<file path="config.mk">
export PLATFORM = sky130hd
export DESIGN_NAME = gate_count_tx_flat
export DESIGN_NICKNAME = d
export VERILOG_FILES = /design/src/rtl/gate_count_tx_if.sv /design/src/rtl/gate_count_tx.sv /design/src/flat_wrapper.sv
export SDC_FILE = /design/constraint.sdc
export NUM_CORES = 1
export LEC_CHECK = 0
export CORE_MARGIN = 4
export CORE_UTILIZATION = 40
export CTS_CLUSTER_DIAMETER = 80
export DETAILED_ROUTE_END_ITERATION = 16
export SETUP_SLACK_MARGIN = 0.02
export SYNTH_ARGS = -nofsm -noshare
export SYNTH_HDL_FRONTEND = slang
export SYNTH_SLANG_ARGS = --single-unit
</file>
<file path="constraint.sdc">
create_clock -name clk -period 4.9 [get_ports clk]
set_clock_uncertainty 0.1 [all_clocks]
set_input_delay 0.735 -clock clk [delete_from_list [all_inputs] [get_ports clk]]
set_output_delay 0.735 -clock clk [all_outputs]
set_load 0.02 [all_outputs]
</file>
<file path="src/rtl/gate_count_tx_if.sv">
// Pin bundle between the gated counter/transmitter and its surroundings.
// Latency: none, wires only.
// Backpressure: none; the serial side is free-running and the gate is never throttled.
interface gate_count_tx_if #(
  parameter int LED_BITS = 8
);
  logic                ena;
  logic                serout;
  logic                sclk;
  logic                frame_act;
  logic                busy;
  logic                done;
  logic                overrun;
  logic [LED_BITS-1:0] leds;

  // Environment side: drives the gate and observes the serial/LED outputs.
  modport master (
    output ena,
    input  serout, sclk, frame_act, busy, done, overrun, leds
  );

  // Design side.
  modport slave (
    input  ena,
    output serout, sclk, frame_act, busy, done, overrun, leds
  );
endinterface

</file>
<file path="src/rtl/gate_count_tx.sv">
// Gated cycle counter whose result is serialised MSB-first as {ovf, count} on a divided bit clock.
// Latency: ena fall to snapshot SYNC_STAGES+1 cycles; snapshot to LOAD 1 cycle when idle; frame 1+(WIDTH+2)*2*DIV cycles.
// Backpressure: none; a one-deep pending slot buffers one snapshot, a newer one overwrites it and sets sticky overrun.
module gate_count_tx #(
  parameter int WIDTH       = 31,
  parameter int DIV         = 5000,
  parameter int SYNC_STAGES = 2,
  parameter int LED_BITS    = 8
) (
  input logic           clk,
  input logic           reset,
  gate_count_tx_if.slave bus
);

  localparam int TW = (DIV > 1) ? $clog2(DIV) : 1;
  localparam int BW = $clog2(WIDTH + 1);
  localparam logic [TW-1:0]    TLAST = TW'(DIV - 1);
  localparam logic [WIDTH-1:0] CMAX  = '1;

  typedef enum logic [1:0] {IDLE, LOAD, SHIFT, GAP} state_t;

  state_t state, next_state;

  logic [SYNC_STAGES-1:0] sync;
  logic                   gate_s, gate_d, rise, fall;
  logic [WIDTH-1:0]       count;
  logic                   ovf;
  logic [WIDTH:0]         snap;
  logic                   pending;
  logic                   overrun_q;
  logic [LED_BITS-1:0]    leds_q;
  logic [WIDTH:0]         shreg;
  logic [BW-1:0]          bitcnt;
  logic [TW-1:0]          timer;
  logic                   half;
  logic                   tick;
  logic                   serout_c, sclk_c, frame_c, busy_c, done_c;

  assign gate_s = sync[SYNC_STAGES-1];
  assign rise   = gate_s & ~gate_d;
  assign fall   = ~gate_s & gate_d;
  assign tick   = (timer == TLAST);

  // Bring the asynchronous gate into clk and keep a delayed copy for edge detection.
  always_ff @(posedge clk or posedge reset) begin
    if (reset) begin
      sync   <= '0;
      gate_d <= 1'b0;
    end else begin
      sync   <= {sync[SYNC_STAGES-2:0], bus.ena};
      gate_d <= gate_s;
    end
  end

  // Saturating count of cycles with the synchronised gate high; the rise cycle counts as the first.
  always_ff @(posedge clk or posedge reset) begin
    if (reset) begin
      count <= '0;
      ovf   <= 1'b0;
    end else if (rise) begin
      count <= WIDTH'(1);
      ovf   <= 1'b0;
    end else if (gate_s) begin
      if (count == CMAX) ovf   <= 1'b1;
      else               count <= count + WIDTH'(1);
    end
  end

  // Snapshot at gate fall into the pending slot; overwriting an unconsumed snapshot is an overrun.
  always_ff @(posedge clk or posedge reset) begin
    if (reset) begin
      snap      <= '0;
      pending   <= 1'b0;
      overrun_q <= 1'b0;
      leds_q    <= '0;
    end else begin
      if (fall) begin
        snap    <= {ovf, count};
        leds_q  <= count[WIDTH-1 -: LED_BITS];
        pending <= 1'b1;
        // LOAD consumes the slot in this same cycle, so refilling it then is not an overrun.
        if (pending && state != LOAD) overrun_q <= 1'b1;
      end else if (state == LOAD) begin
        pending <= 1'b0;
      end
    end
  end

  // State register.
  always_ff @(posedge clk or posedge reset) begin
    if (reset) state <= IDLE;
    else       state <= next_state;
  end

  // Shift register, bit counter and half-period timer; timer and phase restart on entry to SHIFT and GAP.
  always_ff @(posedge clk or posedge reset) begin
    if (reset) begin
      shreg  <= '0;
      bitcnt <= '0;
      timer  <= '0;
      half   <= 1'b0;
    end else begin
      case (state)
        LOAD: begin
          shreg  <= snap;
          bitcnt <= BW'(WIDTH);
          timer  <= '0;
          half   <= 1'b0;
        end
        SHIFT: begin
          if (tick) begin
            timer <= '0;
            if (!half) begin
              half <= 1'b1;
            end else begin
              half <= 1'b0;
              if (bitcnt != '0) begin
                shreg  <= {shreg[WIDTH-1:0], 1'b0};
                bitcnt <= bitcnt - BW'(1);
              end
            end
          end else begin
            timer <= timer + TW'(1);
          end
        end
        GAP: begin
          if (tick) begin
            timer <= '0;
            half  <= ~half;
          end else begin
            timer <= timer + TW'(1);
          end
        end
        default: begin
          timer <= '0;
          half  <= 1'b0;
        end
      endcase
    end
  end

  // Next state and Moore-style serial outputs.
  always_comb begin
    next_state = state;
    serout_c   = 1'b0;
    sclk_c     = 1'b0;
    frame_c    = 1'b0;
    busy_c     = 1'b0;
    done_c     = 1'b0;
    case (state)
      IDLE: begin
        if (pending) next_state = LOAD;
      end
      LOAD: begin
        busy_c     = 1'b1;
        next_state = SHIFT;
      end
      SHIFT: begin
        busy_c   = 1'b1;
        frame_c  = 1'b1;
        serout_c = shreg[WIDTH];
        sclk_c   = half;
        if (tick && half && bitcnt == '0) next_state = GAP;
      end
      GAP: begin
        busy_c = 1'b1;
        if (tick && half) begin
          done_c     = 1'b1;
          next_state = IDLE;
        end
      end
      default: next_state = IDLE;
    endcase
  end

  assign bus.serout    = serout_c;
  assign bus.sclk      = sclk_c;
  assign bus.frame_act = frame_c;
  assign bus.busy      = busy_c;
  assign bus.done      = done_c;
  assign bus.overrun   = overrun_q;
  assign bus.leds      = leds_q;

endmodule

</file>
<file path="src/flat_wrapper.sv">
// flat-port wrapper written by rule: the top's interface ports become plain ports
module gate_count_tx_flat 
#(
  parameter int WIDTH       = 31,
  parameter int DIV         = 5000,
  parameter int SYNC_STAGES = 2,
  parameter int LED_BITS    = 8
)
  (clk, reset, bus_ena, bus_serout, bus_sclk, bus_frame_act, bus_busy, bus_done, bus_overrun, bus_leds);
  gate_count_tx_if #(.LED_BITS(LED_BITS)) bus_i ();
  input logic clk;
  input logic reset;
  input wire logic [$bits(bus_i.ena)-1:0] bus_ena;
  output wire logic [$bits(bus_i.serout)-1:0] bus_serout;
  output wire logic [$bits(bus_i.sclk)-1:0] bus_sclk;
  output wire logic [$bits(bus_i.frame_act)-1:0] bus_frame_act;
  output wire logic [$bits(bus_i.busy)-1:0] bus_busy;
  output wire logic [$bits(bus_i.done)-1:0] bus_done;
  output wire logic [$bits(bus_i.overrun)-1:0] bus_overrun;
  output wire logic [$bits(bus_i.leds)-1:0] bus_leds;
  assign bus_i.ena = bus_ena;
  assign bus_serout = bus_i.serout;
  assign bus_sclk = bus_i.sclk;
  assign bus_frame_act = bus_i.frame_act;
  assign bus_busy = bus_i.busy;
  assign bus_done = bus_i.done;
  assign bus_overrun = bus_i.overrun;
  assign bus_leds = bus_i.leds;
  gate_count_tx #(.WIDTH(WIDTH), .DIV(DIV), .SYNC_STAGES(SYNC_STAGES), .LED_BITS(LED_BITS)) u_core (.clk(clk), .reset(reset), .bus(bus_i));
endmodule
</file>
; ---- Word level (Yosys, flattened, before mapping)
; Cells that the tools add are included.
[word_totals]
regBits = 130
input_bits = 3
out_inout_bits = 14
wordCells = 85
[op_classes]
add_sub_neg = 3
eq_ne = 14
muxes = 32
n_bitwise = 5
reduce_logical = 18
[ops]
columns = cell, n
row1 = two-way mux 32 bit, 3
row2 = two-way mux 31 bit, 3
row3 = case mux 32 bit (2 select lines), 1
row4 = adder 31 x 1 -> 31 bit (second input constant), 1
row5 = == test 31 bit (second input constant), 1
row6 = two-way mux 13 bit, 2
row7 = inequality test 2 x 1 -> 1 bit (second input constant), 9
row8 = two-way mux 5 bit, 3
row9 = two-way mux 1 bit, 14
row10 = adder 13 x 1 -> 13 bit (second input constant), 1
row11 = == test 13 bit (second input constant), 1
row12 = case mux 5 bit (2 select lines), 1
row13 = case mux 2 bit (4 select lines), 1
row14 = AND reduction 2 bit, 4
row15 = nonzero test 2 bit, 4
row16 = two-way mux 2 bit, 3
row17 = logical NOT 5 bit, 1
row18 = nonzero test 5 bit, 1
row19 = subtractor 5 x 1 -> 5 bit (second input constant), 1
row20 = == test 2 bit (second input constant), 2
row21 = AND reduction 4 bit, 1
row22 = logical AND 1 bit, 3
row23 = NOT 1 bit, 3
row24 = AND reduction 3 bit, 1
row25 = other kinds (6), 7

; ---- Logic depth before layout (Yosys ltp)
[logic_depth]
ltp_word = 5
mapped_depth = 9

; ---- Least setup slack after synthesis
; Ideal clock, no wire load.
[synth_path]
kind = reg-to-output
from = register u_core.state[0]
to = output port bus_sclk
arrival_ns = 1.749
required_time_ns = 4.065
setup_slack_ns = 2.316
path_stages_with_launch = 6
n_path_buf = 2
cell_sequence = dfrtp_1 > inv_1 > ha_1 > buf_2 > buf_1 > and2_1
[synth_between]
elab_chain_len = 2
[synth_rtl]
columns = item, line
row1 = start: declaration, gate_count_tx.sv:22  ; state_t state, next_state;
row2 = start signal: assignment, gate_count_tx.sv:92  ; else state <= next_state;
row3 = == test 2 bit, gate_count_tx.sv:150  ; case (state)
row4 = two-way mux 1 bit, gate_count_tx.sv:150
row5 = end: declaration, flat_wrapper.sv:15  ; output wire logic [$bits(bus_i.sclk)-1:0] bus_sclk;
; No other way between the ends.

; ---- Worst setup path in the final report
[layout_path]
from = register u_core.timer[0]
to = output port bus_done
[layout_between]
elab_chain_len = 4
[layout_rtl]
columns = item, line
row1 = start: declaration, gate_count_tx.sv:34  ; logic [TW-1:0] timer;
row2 = start signal: assignment, gate_count_tx.sv:123  ; timer <= timer + TW'(1);
row3 = start signal: assignment, gate_count_tx.sv:131  ; timer <= timer + TW'(1);
row4 = == test 13 bit, gate_count_tx.sv:42  ; assign tick = (timer == TLAST);
row5 = logical AND 1 bit, gate_count_tx.sv:167  ; if (tick && half) begin
row6 = two-way mux 1 bit, gate_count_tx.sv:167
row7 = two-way mux 1 bit, gate_count_tx.sv:150
row8 = end: declaration, flat_wrapper.sv:18  ; output wire logic [$bits(bus_i.done)-1:0] bus_done;
; No other way between the ends.

==> flow_summary.ini <==
[outcome]
run_status = finished, final reports clean

[floorplanning]
start_util = 0.411
die_width_um = 131
die-area_um2 = 17100
die_height_um = 131
fp-row-count = 44
design.portCount = 17
fp.coreArea_um2 = 14600

[power]
cellPowerDensity_nw_per_um2 = 400
pwr-share-seq = 0.410
combPwrFrac = 0.178
power_mw = 2.71
power.leakage_nw = 2.93
ir_drop_v = 0.000272
sw_frac_of_total = 0.285
internal_power_mw = 1.94
switching_power_of_the_nets_uw = 771
clockPowerShare = 0.412

[timing]
hold-worst-slack_ns = 0.254
fraction_of_the_cycle_the_final_worst_path_needs = 0.663
worst-slew-pin-transition_ns = 1.09
fin_hold_viols = 0
finalSetupViolCount = 0
finalWorstPathRequiredPeriod_ns = 3.25
setup_repair_after_global_routing_missed_its_margin = no
slew_violations = 0
totalNegativeSetupSlack_ns = 0
maxSlewHeadroom = 0.272
fmax_mhz = 308

[detailed_routing]
routed_via_density = 5.64
total_detailed_routing_wirelength_um = 12500
antenna_violating_nets_post_route = 0
drcViolationCount = 0
firstDrtPassIters = 5
drt_iter0_drc = 279
avgRoutedWirePerCell_um = 16.3
vias = 4320

[synthesis]
synth_largest_type_area_fraction = 0.507
synth.top_cells.by_area = dfrtp_1 51%, mux2_2 6.0%, mux2i_1 5.3%
post_synth.cell_area_avg_um2 = 10.5
ys_top_cells_by_count = 122 x dfrtp_1, 72 x nand2_1, 32 x mux2_2, 32 x mux2i_1, 29 x o21ai_1
syn_nets = 583
post-synth-top-area-cell = dfrtp_1
synth_top_flop_cell = dfrtp_1
number_of_cells_produced_by_synthesis = 572
netlist_area_um2 = 6020
yosys_register_bits = 122
number_of_enable_flip_flop_cells_after_synthesis = 0
synth-seq-area-share = 0.507
post-synth-top-count-cell = dfrtp_1
ys_warn_count = 0
yosysUniqueCellTypes = 66
async_flop_share = 1.00

[clocking]
cts_made_buffers = 17
tritoncts = built
post_cts.repair.setup_buffers = 0
post_cts.resized_instances = 0
clk_transition_reported_paths_ns = 0.05
clock_latency_ns = 0.41
cts_root_buffer = clkbuf_16
clock_tree.htree_level_count = 4
clk_path_buf_depth = 2
cts_num_sinks = 122
hold_buffers = 0

[setup_path]
worstPathRequired_ns = 4.07
worst-r2r-cell-count = 7
regToRegEndpoint = u_core.shreg[21]$_DFFE_PP0P_
ff2ff_setup_slack_ns = 2.05
cp_data_arrival_time_ns = 2.41
worstReg2RegStart = u_core.state[0]$_DFFE_PP0P_
critPathLaunchType = flop
worst-path-max-fanout = 7
worst_setup_end_kind = primary output
path_class = flop to primary output

[flow_run]
max-cap-violations = 0

[placement]
placed_area_um2 = 6240
place.gp.congestion = 0.744
dp_hpwl_um = 8070
buffer_ports.inserted = 16

[finish]
finalInstanceArea_um2 = 6760
areaGrowthSynthToFinish_pct = 12.4
num_antenna_cells = 0
total_number_of_nets_in_the_final_design = 582
layout.core_utilization = 0.462
drive_above_1_share = 0.136

[hold_path]
hold_path_class = flop to flop
endpoint_with_the_worst_hold_slack = u_core.sync[1]$_DFF_PP0_
hold-path-cell-count = 0
hold_start = u_core.sync[0]$_DFF_PP0_

[grt]
largest_net_degree_at_the_start_of_global_routing = 64
grt_pass1_wl_um = 21500
number_of_antenna_violations_at_the_first_check_in_global_routing = 0
grt.overflow.total = 0
overall_global_routing_usage = 0.160
first_global_vias = 4345
-- cell type report --
type,count,area [um^2]
inverter,18,70.1
clock inverter,2,10.0
clock buffer,28,517
fill,1346,7880
sequential,122,3050
timing repair buffer,19,183
multi-input combinational,393,2700
tap,184,230
-- layer usage --
metal	routed length, um	track usage	vias to the layer above
met1	6040	0.212	2145
met4	169	0.0696	0
li1	-	-	2062
met3	438	0.0476	17
met5	0	0	-
met2	5870	0.245	96
-- metrics by stage --
stage	worst slack, ns	instances
after global placement	2.01	736
after floorplan	0.822	572
after global routing	1.49	766
after detailed placement	2.00	736
after CTS	1.62	766
final	1.65	766
-- power groups by stage --
stage               clock network (mW)  logic, mW  registers [mW]
finish                            1.11      0.483            1.11
global route                      1.20      0.540            1.12
CTS                               1.14      0.494            1.11
detailed placement                   0      0.492            1.13
global placement                     0      0.476            1.12
floorplan                            0      0.408            1.11
-- sequential cells by signal, summed over array words and instances (netlist names) --
name / cells
u_core.gate_d: 1
u_core.shreg: 32
u_core.timer: 13
u_core.bus.overrun: 1
u_core.sync: 2
u_core.ovf: 1
u_core.bitcnt: 5
u_core.pending: 1
u_core.count: 31
u_core.half: 1
u_core.snap: 25
u_core.state: 2
u_core.bus.leds: 7
-- how the worst max path moves through the flow --
stage,startpoint,endpoint,cells after the start
after floorplan,reset,u_core.bitcnt[0]$_DFFE_PP0P_,1
after global placement,u_core.sync[1]$_DFF_PP0_,u_core.count[2]$_DFFE_PP0P_,4
after detailed placement,u_core.state[0]$_DFFE_PP0P_,u_core.shreg[21]$_DFFE_PP0P_,7
after CTS,u_core.timer[0]$_DFF_PP0_,bus_done,5
after global routing,u_core.timer[0]$_DFF_PP0_,bus_done,5
final,u_core.timer[0]$_DFF_PP0_,bus_done,5
-- critical path, cell delays in order, from the launching register on --
cell and delay [ns]:
dfrtp_1 0.36, ha_1 0.27, nor4bb_1 0.29, nand4_1 0.29, nor2_1 0.17, clkdlybuf4s50_1 0.62
-- placed cells by master (no fill, tap or decap), types with 6 or more instances in the layout --
| cell | n |
|---|---|
| a21oi_1 | 11 |
| and2_1 | 9 |
| and3_1 | 11 |
| clkbuf_1 | 6 |
| clkbuf_16 | 17 |
| clkdlybuf4s50_1 | 16 |
| dfrtp_1 | 122 |
| ha_1 | 7 |
| inv_1 | 16 |
| mux2_2 | 32 |
| mux2i_1 | 32 |
| nand2_1 | 72 |
| nand3_1 | 19 |
| nand4_1 | 16 |
| nor2_1 | 28 |
| nor3_1 | 9 |
| o211ai_1 | 7 |
| o21ai_0 | 8 |
| o21ai_1 | 29 |
| o311ai_0 | 9 |
| o31ai_1 | 7 |
| or4_1 | 6 |
| xor2_1 | 10 |
-- kinds of logic after synthesis --
kind of cell / Yosys count / share of synthesized area
muxes: 64 / 0.113
DFF: 122 / 0.507
and+or+nand+nor: 206 / 0.185
xor gates and xnor gates: 15 / 0.0218
AOI/OAI and AO/OA: 100 / 0.111
buffers and inverters: 57 / 0.0459
adders and majority gates: 8 / 0.0166
No activity file was read; power rests on OpenSTA's default activity.
